<file path="src/rtl/mem_bus_arbiter.sv">
// Two-master arbiter for the data-memory port: round-robin with read-modify-write lock.
// Optional macro ARB_LOCK_LIMIT_EN caps consecutive locked re-grants at LOCK_MAX.
`timescale 1ns/1ps
module mem_bus_arbiter #(
    parameter int LOCK_MAX = 4
) (
    input  logic        clk_pi,
    input  logic        reset_pi,
    input  logic        clk_en,
    input  logic        m0_req_pi,
    input  logic        m0_write_pi,
    input  logic [15:0] m0_addr_pi,
    input  logic [15:0] m0_wdata_pi,
    input  logic        m0_lock_pi,
    output logic        m0_gnt_po,
    output logic        m0_ack_po,
    output logic [15:0] m0_rdata_po,
    input  logic        m1_req_pi,
    input  logic        m1_write_pi,
    input  logic [15:0] m1_addr_pi,
    input  logic [15:0] m1_wdata_pi,
    input  logic        m1_lock_pi,
    output logic        m1_gnt_po,
    output logic        m1_ack_po,
    output logic [15:0] m1_rdata_po,
    output logic [15:0] mem_addr_po,
    output logic [15:0] mem_wdata_po,
    output logic        mem_write_po,
    input  logic [15:0] mem_rdata_pi,
    output logic        busy_po
);

    localparam logic [1:0] ST_IDLE = 2'd0;
    localparam logic [1:0] ST_ACC0 = 2'd1;
    localparam logic [1:0] ST_ACC1 = 2'd2;

    logic [1:0]  r_state;
    logic        r_last_gnt;
    logic        r_lock_vld;
    logic        r_lock_own;
    logic        r_gnt0;
    logic        r_gnt1;
    logic        r_busy;
    logic        r_ack0;
    logic        r_ack1;
    logic [15:0] r_rdata0;
    logic [15:0] r_rdata1;

    logic [1:0]  w_state_nxt;
    logic        w_last_gnt_nxt;
    logic        w_lock_vld_nxt;
    logic        w_lock_own_nxt;
    logic        w_done0;
    logic        w_done1;
    logic        w_owner_req;
    logic        w_other_req;
    logic        w_lock_hit;
    logic        w_force_other;

    assign w_owner_req = r_lock_own ? m1_req_pi : m0_req_pi;
    assign w_other_req = r_lock_own ? m0_req_pi : m1_req_pi;
    assign w_lock_hit  = r_lock_vld & w_owner_req;

`ifdef ARB_LOCK_LIMIT_EN
    localparam int LOCK_CW = (LOCK_MAX < 2) ? 1 : $clog2(LOCK_MAX + 1);

    logic [LOCK_CW-1:0] r_lock_cnt;
    logic               w_cnt_inc;
    logic               w_cnt_clr;

    assign w_force_other = (r_lock_cnt == LOCK_CW'(LOCK_MAX));

    // Counts locked re-grants that keep the other master waiting.
    always_comb begin
        w_cnt_inc = 1'b0;
        w_cnt_clr = 1'b0;
        case (r_state)
            ST_IDLE: begin
                if (r_lock_vld && !w_owner_req) begin
                    w_cnt_clr = 1'b1;
                end else if (w_lock_hit && w_other_req && w_force_other) begin
                    w_cnt_clr = 1'b1;
                end else if (w_lock_hit && w_other_req) begin
                    w_cnt_inc = 1'b1;
                end else begin
                    w_cnt_inc = 1'b0;
                end
            end
            ST_ACC0: begin
                if (m0_req_pi && !m0_lock_pi) begin
                    w_cnt_clr = 1'b1;
                end else begin
                    w_cnt_clr = 1'b0;
                end
            end
            ST_ACC1: begin
                if (m1_req_pi && !m1_lock_pi) begin
                    w_cnt_clr = 1'b1;
                end else begin
                    w_cnt_clr = 1'b0;
                end
            end
            default: w_cnt_clr = 1'b1;
        endcase
    end

    // Lock-limit counter register.
    always_ff @(posedge clk_pi or negedge reset_pi) begin
        if (!reset_pi) begin
            r_lock_cnt <= {LOCK_CW{1'b0}};
        end else if (clk_en) begin
            if (w_cnt_clr) begin
                r_lock_cnt <= {LOCK_CW{1'b0}};
            end else if (w_cnt_inc) begin
                r_lock_cnt <= r_lock_cnt + {{(LOCK_CW-1){1'b0}}, 1'b1};
            end
        end
    end
`else
    assign w_force_other = 1'b0;
`endif

    // Arbitration in IDLE; completion or abort of the access in ACCESS_N.
    always_comb begin
        w_state_nxt    = r_state;
        w_last_gnt_nxt = r_last_gnt;
        w_lock_vld_nxt = r_lock_vld;
        w_lock_own_nxt = r_lock_own;
        w_done0        = 1'b0;
        w_done1        = 1'b0;
        case (r_state)
            ST_IDLE: begin
                if (r_lock_vld && !w_owner_req) begin
                    w_lock_vld_nxt = 1'b0;
                end else begin
                    w_lock_vld_nxt = r_lock_vld;
                end
                if (w_lock_hit && !(w_force_other && w_other_req)) begin
                    w_state_nxt    = r_lock_own ? ST_ACC1 : ST_ACC0;
                    w_last_gnt_nxt = r_lock_own;
                end else if (w_lock_hit) begin
                    w_state_nxt    = r_lock_own ? ST_ACC0 : ST_ACC1;
                    w_last_gnt_nxt = ~r_lock_own;
                end else if (m0_req_pi && (!m1_req_pi || r_last_gnt)) begin
                    w_state_nxt    = ST_ACC0;
                    w_last_gnt_nxt = 1'b0;
                end else if (m1_req_pi) begin
                    w_state_nxt    = ST_ACC1;
                    w_last_gnt_nxt = 1'b1;
                end else begin
                    w_state_nxt    = ST_IDLE;
                end
            end
            ST_ACC0: begin
                w_state_nxt = ST_IDLE;
                if (m0_req_pi) begin
                    w_done0        = 1'b1;
                    w_lock_vld_nxt = m0_lock_pi;
                    w_lock_own_nxt = 1'b0;
                end else begin
                    w_done0        = 1'b0;
                end
            end
            ST_ACC1: begin
                w_state_nxt = ST_IDLE;
                if (m1_req_pi) begin
                    w_done1        = 1'b1;
                    w_lock_vld_nxt = m1_lock_pi;
                    w_lock_own_nxt = 1'b1;
                end else begin
                    w_done1        = 1'b0;
                end
            end
            default: w_state_nxt = ST_IDLE;
        endcase
    end

    // State, arbitration history and registered master-side outputs; ack clears every clk_pi edge.
    always_ff @(posedge clk_pi or negedge reset_pi) begin
        if (!reset_pi) begin
            r_state    <= ST_IDLE;
            r_last_gnt <= 1'b1;
            r_lock_vld <= 1'b0;
            r_lock_own <= 1'b0;
            r_gnt0     <= 1'b0;
            r_gnt1     <= 1'b0;
            r_busy     <= 1'b0;
            r_ack0     <= 1'b0;
            r_ack1     <= 1'b0;
            r_rdata0   <= 16'h0000;
            r_rdata1   <= 16'h0000;
        end else begin
            r_ack0 <= clk_en & w_done0;
            r_ack1 <= clk_en & w_done1;
            if (clk_en) begin
                r_state    <= w_state_nxt;
                r_last_gnt <= w_last_gnt_nxt;
                r_lock_vld <= w_lock_vld_nxt;
                r_lock_own <= w_lock_own_nxt;
                r_gnt0     <= (w_state_nxt == ST_ACC0);
                r_gnt1     <= (w_state_nxt == ST_ACC1);
                r_busy     <= (w_state_nxt != ST_IDLE);
                if (w_done0) begin
                    r_rdata0 <= mem_rdata_pi;
                end
                if (w_done1) begin
                    r_rdata1 <= mem_rdata_pi;
                end
            end
        end
    end

    // Memory port follows the registered owner; a dropped request deasserts the write at once.
    always_comb begin
        mem_addr_po  = 16'h0000;
        mem_wdata_po = 16'h0000;
        mem_write_po = 1'b0;
        case (r_state)
            ST_ACC0: begin
                mem_addr_po  = m0_addr_pi;
                mem_wdata_po = m0_wdata_pi;
                mem_write_po = m0_req_pi & m0_write_pi;
            end
            ST_ACC1: begin
                mem_addr_po  = m1_addr_pi;
                mem_wdata_po = m1_wdata_pi;
                mem_write_po = m1_req_pi & m1_write_pi;
            end
            default: begin
                mem_addr_po  = 16'h0000;
                mem_wdata_po = 16'h0000;
                mem_write_po = 1'b0;
            end
        endcase
    end

    assign m0_gnt_po   = r_gnt0;
    assign m1_gnt_po   = r_gnt1;
    assign m0_ack_po   = r_ack0;
    assign m1_ack_po   = r_ack1;
    assign m0_rdata_po = r_rdata0;
    assign m1_rdata_po = r_rdata1;
    assign busy_po     = r_busy;

endmodule

</file>
<file path="config.mk">
export PLATFORM = sky130hd
export DESIGN_NAME = mem_bus_arbiter
export DESIGN_NICKNAME = d
export VERILOG_FILES = /design/src/rtl/mem_bus_arbiter.sv
export SDC_FILE = /design/constraint.sdc
export NUM_CORES = 1
export LEC_CHECK = 0
export BUFFER_PORTS_ARGS = -buffer_cell sky130_fd_sc_hd__buf_2
export CORE_MARGIN = 1.5
export CORE_UTILIZATION = 40
export DETAILED_ROUTE_END_ITERATION = 10
export GPL_TIMING_DRIVEN = 1
export PLACE_DENSITY = 0.88
export SYNTH_ARGS = -nofsm -noshare
export SYNTH_HDL_FRONTEND = slang
export SYNTH_SLANG_ARGS = --single-unit
export TNS_END_PERCENT = 50
</file>
<file path="constraint.sdc">
create_clock -name clk_pi -period 2.42 [get_ports clk_pi]
set_input_delay 0.242 -clock clk_pi [delete_from_list [all_inputs] [get_ports clk_pi]]
set_output_delay 0.242 -clock clk_pi [all_outputs]
set_load 0.03 [all_outputs]
</file>
# After elaboration in Yosys (flattened, before gate mapping)
# Index checks and enable logic that the tools add are counted.
[op_classes]
add_sub_neg = 0
order_cmp = 0
shift = 0
n_reduce_logical = 15
mul = 0
div_mod_pow = 0
muxes = 22
n_eq_ne = 7
bitwise_logic = 5
[ops]
columns = ["op", "count"]
rows = [
  ["16-bit one-hot mux with 2 select lines", 2],
  ["1-bit two-way mux", 12],
  ["2-bit two-way mux", 5],
  ["2-bit != test, second input constant", 3],
  ["3-bit nonzero test", 2],
  ["1-bit bitwise AND", 5],
  ["5-bit AND reduction", 1],
  ["2-bit by 1-bit equality test with 1-bit output, second input constant", 2],
  ["2-bit equality test, second input constant", 2],
  ["1-bit one-hot mux with 2 select lines", 2],
  ["2-bit AND reduction", 2],
  ["4-bit AND reduction", 1],
  ["2-bit nonzero test", 2],
  ["1-bit one-hot mux with 3 select lines", 1],
  ["3-bit AND reduction", 1],
  ["1-bit logical AND", 2],
  ["1-bit zero test", 2],
  ["2-bit zero test", 1],
  ["1-bit logical OR", 1],
]
[word_totals]
rom_bits = 0
ramBits = 0
word_cells = 60
out_inout_bits = 70
reg_bits = 42
latch_bits = 0
inputBits = 89
mem_count = 0

# Depth between registers and ports, before layout
[depth]
ltp_word = 7
mapped_depth = 6
mapped_depth_nobuf = 5

# Worst setup path after synthesis
# Ideal clock, no wire load.
[synth_timing]
path_kind = "reg2out"
from = "register r_state[1]"
to = "output port mem_write_po"
n_path_buf = 2
path_stages_with_launch = 7
required_time_ps = 2178
arrival_time_ps = 1628
path_slack_ps = 550
path_cell_list = "dfrtp_1 -> inv_1 -> ha_1 -> buf_2 -> buf_1 -> nand3_1 -> a21oi_1"
[synth_between]
elab_chain_len = 2
elab_cells_between_ends = 3
cone_classes = "eq/ne: 2; mux: 1"
[synth_lines]
columns = ["item", "line_no", "text"]
rows = [
  ["start: declaration", "37", "logic [1:0] r_state;"],
  ["start signal: assignment", "196", "r_state <= w_state_nxt;"],
  ["2-bit equality test / 2-bit by 1-bit equality test with 1-bit output (equally long branches)", "218", "case (r_state)"],
  ["1-bit one-hot mux with 2 select lines (*)", "218", ""],
  ["end: declaration", "28", "output logic mem_write_po,"],
]
# Mark *: on every way between the ends. The rest lies on a longest branch, timed or not.

# Worst setup path after layout
[layout_timing]
from = "register r_state[0]"
to = "output port mem_write_po"
# Same word-level chain as after synthesis.

==> results.py <==
metrics = {
    "worst_setup_path": {
        "cp.arrival_ps": 1870,
        "cp_top_family": "buffers and inverters",
        "cp_max_fo": 34,
        "rr_endpoint": "r_lock_own$_DFFE_PN0P_",
        "cp-end-kind": "output port",
        "worst-setup-path-type": "reg -> out",
        "crit_chain": "inv_1 > ha_1 > buf_4 > nand3_1 > a21oi_1 > buf_2",
        "start_kind": "flop",
        "slowest_stage": "dfrtp_1",
        "slowest_delay_ps": 400,
        "ff2ff_path_depth": 5,
        "crit_buf_inv": 3,
        "path_depth": 6,
        "critPathRequiredTime_ps": 2180,
        "r2r_slack_ps": 620,
        "r2r_start": "r_state[0]$_DFFE_PN0P_",
    },
    "yosys": {
        "synth_area_leaders": "dfrtp_1, mux2_2, a22oi_1",
        "synth_seq_area_share_pct": 49.0,
        "yosysMostFrequentCell": "dfrtp_1",
        "synth-edff-count": 0,
        "yosys.area_share.simple_pct": 11.0,
        "ys_async_sr_fraction_pct": 100,
        "syn_avg_cell_area_um2": 10.9,
        "synth_fa_ha_area_share_pct": 1.75,
        "synth_seq_cells": 42,
        "synth_nets": 290,
        "synth_ff_type": "dfrtp_1",
        "synth_compound_gate_area_share_pct": 15.8,
        "synth_mux_area_share_pct": 17.8,
        "yosys_warnings": 0,
        "synth_area_leader_cell": "dfrtp_1",
        "netlist.area_leader.share_pct": 47.7,
        "syn_area_um2": 2150,
        "ys_top_cells_by_count": "dfrtp_1, a22oi_1, mux2_2, nor2_1, inv_1",
        "synth_xor_area_share_pct": 0,
        "syn_inst": 198,
        "synth_top_family_by_area": "multiplexers",
        "synth_cell_types": 35,
    },
    "finish": {
        "syn_to_final_growth_pct": 43.7,
        "layout-drive-gt1-share_pct": 58.9,
        "n_antenna_cell": 0,
        "multiInputGateArea_um2": 996,
        "regArea_um2": 1050,
        "fillers": 457,
        "final_nets": 444,
        "utilization_pct": 60.1,
    },
    "global_routing": {
        "gr-total-overflow": 0,
        "grt_max_degree": 43,
        "track_usage_pct": 20.9,
        "antenna_found_initial": 0,
        "grt_pass1_vias": 2233,
        "grt_pass1_wl_um": 9900,
    },
    "drt": {
        "drc_errors": 0,
        "wirelength_um": 6150,
        "via_per_inst": 5.15,
        "vias": 2180,
        "drt_iter0_markers": 130,
        "ant_nets": 0,
        "firstDrtPassIters": 4,
        "post_drt_wl_per_cell_um": 14.5,
    },
    "clock_network": {
        "clock_latency_ps": 280,
        "numClockSinks": 42,
        "cts-resized-gates": 0,
        "htreeDepth": 2,
        "cts_buffers": 5,
        "cts_buffer_depth": 2,
        "ctsRootBufferMaster": "clkbuf_8",
        "post_cts_buffers": 0,
        "ctsHoldBuffers": 0,
        "cts_tree": "built",
        "clk_pin_slew_ps": 70,
    },
    "sta": {
        "tightest_slew_ps": 892,
        "setup_tns_ps": 0,
        "fin_crit_sh_pct": 87.3,
        "hold_viol": 0,
        "slew_headroom_pct": 40.5,
        "finalSetupViolCount": 0,
        "skew_ps": 4.00,
        "rsz0062_at_grt": "false",
        "slew_viol_final": 0,
        "clock.fmax_ghz": 0.473,
        "fin_ws_ps": 308,
        "layout_min_cycle_time_ps": 2110,
    },
    "floorplan": {
        "die_area_um2": 5820,
        "start_util_pct": 41.8,
        "die_x_um": 76.3,
        "io-pin-count": 159,
        "die_y_um": 76.3,
        "core-area_um2": 5140,
        "row_count": 26,
    },
    "placement": {
        "place.detailed.hpwl_um": 4670,
        "place_ws_ps": 641,
        "io_buffers": 158,
        "place.gp.congestion": 0.845,
    },
    "pwr": {
        "p_sw_share_pct": 46.4,
        "peakVddDrop_mv": 0.897,
        "p_leak_nw": 1.66,
        "switchingPower_mw": 1.77,
        "intPower_mw": 2.05,
        "p_clk_share_pct": 13.8,
        "combPwrFrac_pct": 55.0,
        "power_frac_seq_pct": 31.2,
        "p_per_area_nw_per_um2": 1240,
    },
    "outcome": {
        "status": "completed",
    },
    "min_path": {
        "hp-class": "in -> async",
    },
    "run": {
        "drv_cap": 0,
    },
}
area by class of cell:
type,count,area share [%]
Sequential cell,42,34.1
Multi-Input combinational cell,133,32.2
Clock buffer,7,2.47
Tap cell,70,2.84
Timing Repair Buffer,161,26.3
Inverter,9,1.09
Clock inverter,1,0.972
layer usage:
metal | track usage, % | wire [um]
met5 | 0 | 0
met1 | 22.0 | 2340
met3 | 6.47 | 601
met2 | 38.8 | 3130
met4 | 7.22 | 70
power by group through the flow:
| stage | Sequential [mW] | Combinational (mW) | Clock (mW) |
|---|---|---|---|
| after floorplan | 1.76 | 0.921 | 0 |
| final | 1.19 | 2.10 | 0.528 |
| after global routing | 1.24 | 2.24 | 0.566 |
| after detailed placement | 1.20 | 2.12 | 0 |
| after global placement | 1.18 | 2.07 | 0 |
| after CTS | 1.19 | 2.12 | 0.548 |
placed cells by master, fill, tap and decap left out, types with 3 or more instances in the layout:
cell type  Yosys  layout
ha_1           3       3
dfrtp_1       41      41
nand2_1        3       3
mux2_2        32      32
buf_2          3     158
a22oi_1       33      33
clkbuf_8       0       5
nor2_1        32      32
nand3_1        4       4
inv_1          8       8
buf_4          1       3
o21ai_0        3       3
flip-flops by register name, indices dropped and copies added (netlist names):
name / cells
busy_po: 1
r_state: 2
m0_ack_po: 1
r_lock_own: 1
m0_rdata_po: 16
m1_rdata_po: 16
r_lock_vld: 1
m0_gnt_po: 1
r_last_gnt: 1
m1_gnt_po: 1
m1_ack_po: 1
kinds of logic (layout without fill, tap and decap cells):
| family | count (synthesis) | after routing |
|---|---|---|
| AOI/OAI and AO/OA | 46 | 46 |
| adders and majority gates | 3 | 3 |
| buffers and inverters | 23 | 178 |
| DFF | 42 | 42 |
| muxes | 34 | 34 |
| and+or+nand+nor | 50 | 50 |
how the worst max path moves through the flow:
| stage | from | to | slack (ps) |
|---|---|---|---|
| floorplan | r_state[1]$_DFFE_PN0P_ | mem_write_po | 550 |
| global placement | r_state[1]$_DFFE_PN0P_ | r_lock_own$_DFFE_PN0P_ | 710 |
| detailed placement | r_state[0]$_DFFE_PN0P_ | mem_addr_po[6] | 640 |
| CTS | r_state[0]$_DFFE_PN0P_ | mem_addr_po[6] | 320 |
| global route | r_state[0]$_DFFE_PN0P_ | mem_wdata_po[8] | 160 |
| finish | r_state[0]$_DFFE_PN0P_ | mem_write_po | 310 |
per-stage QoR:
step	instances	instance area [um2]	power [mW]	hold slack, ps
after global placement	415	2980	3.24	406
after global routing	423	3090	4.04	157
after detailed placement	415	2980	3.32	419
after floorplan	198	2150	2.68	-53.6
after CTS	423	3090	3.86	106
final	423	3090	3.82	78.4
Power figures use the tool's default switching activity.
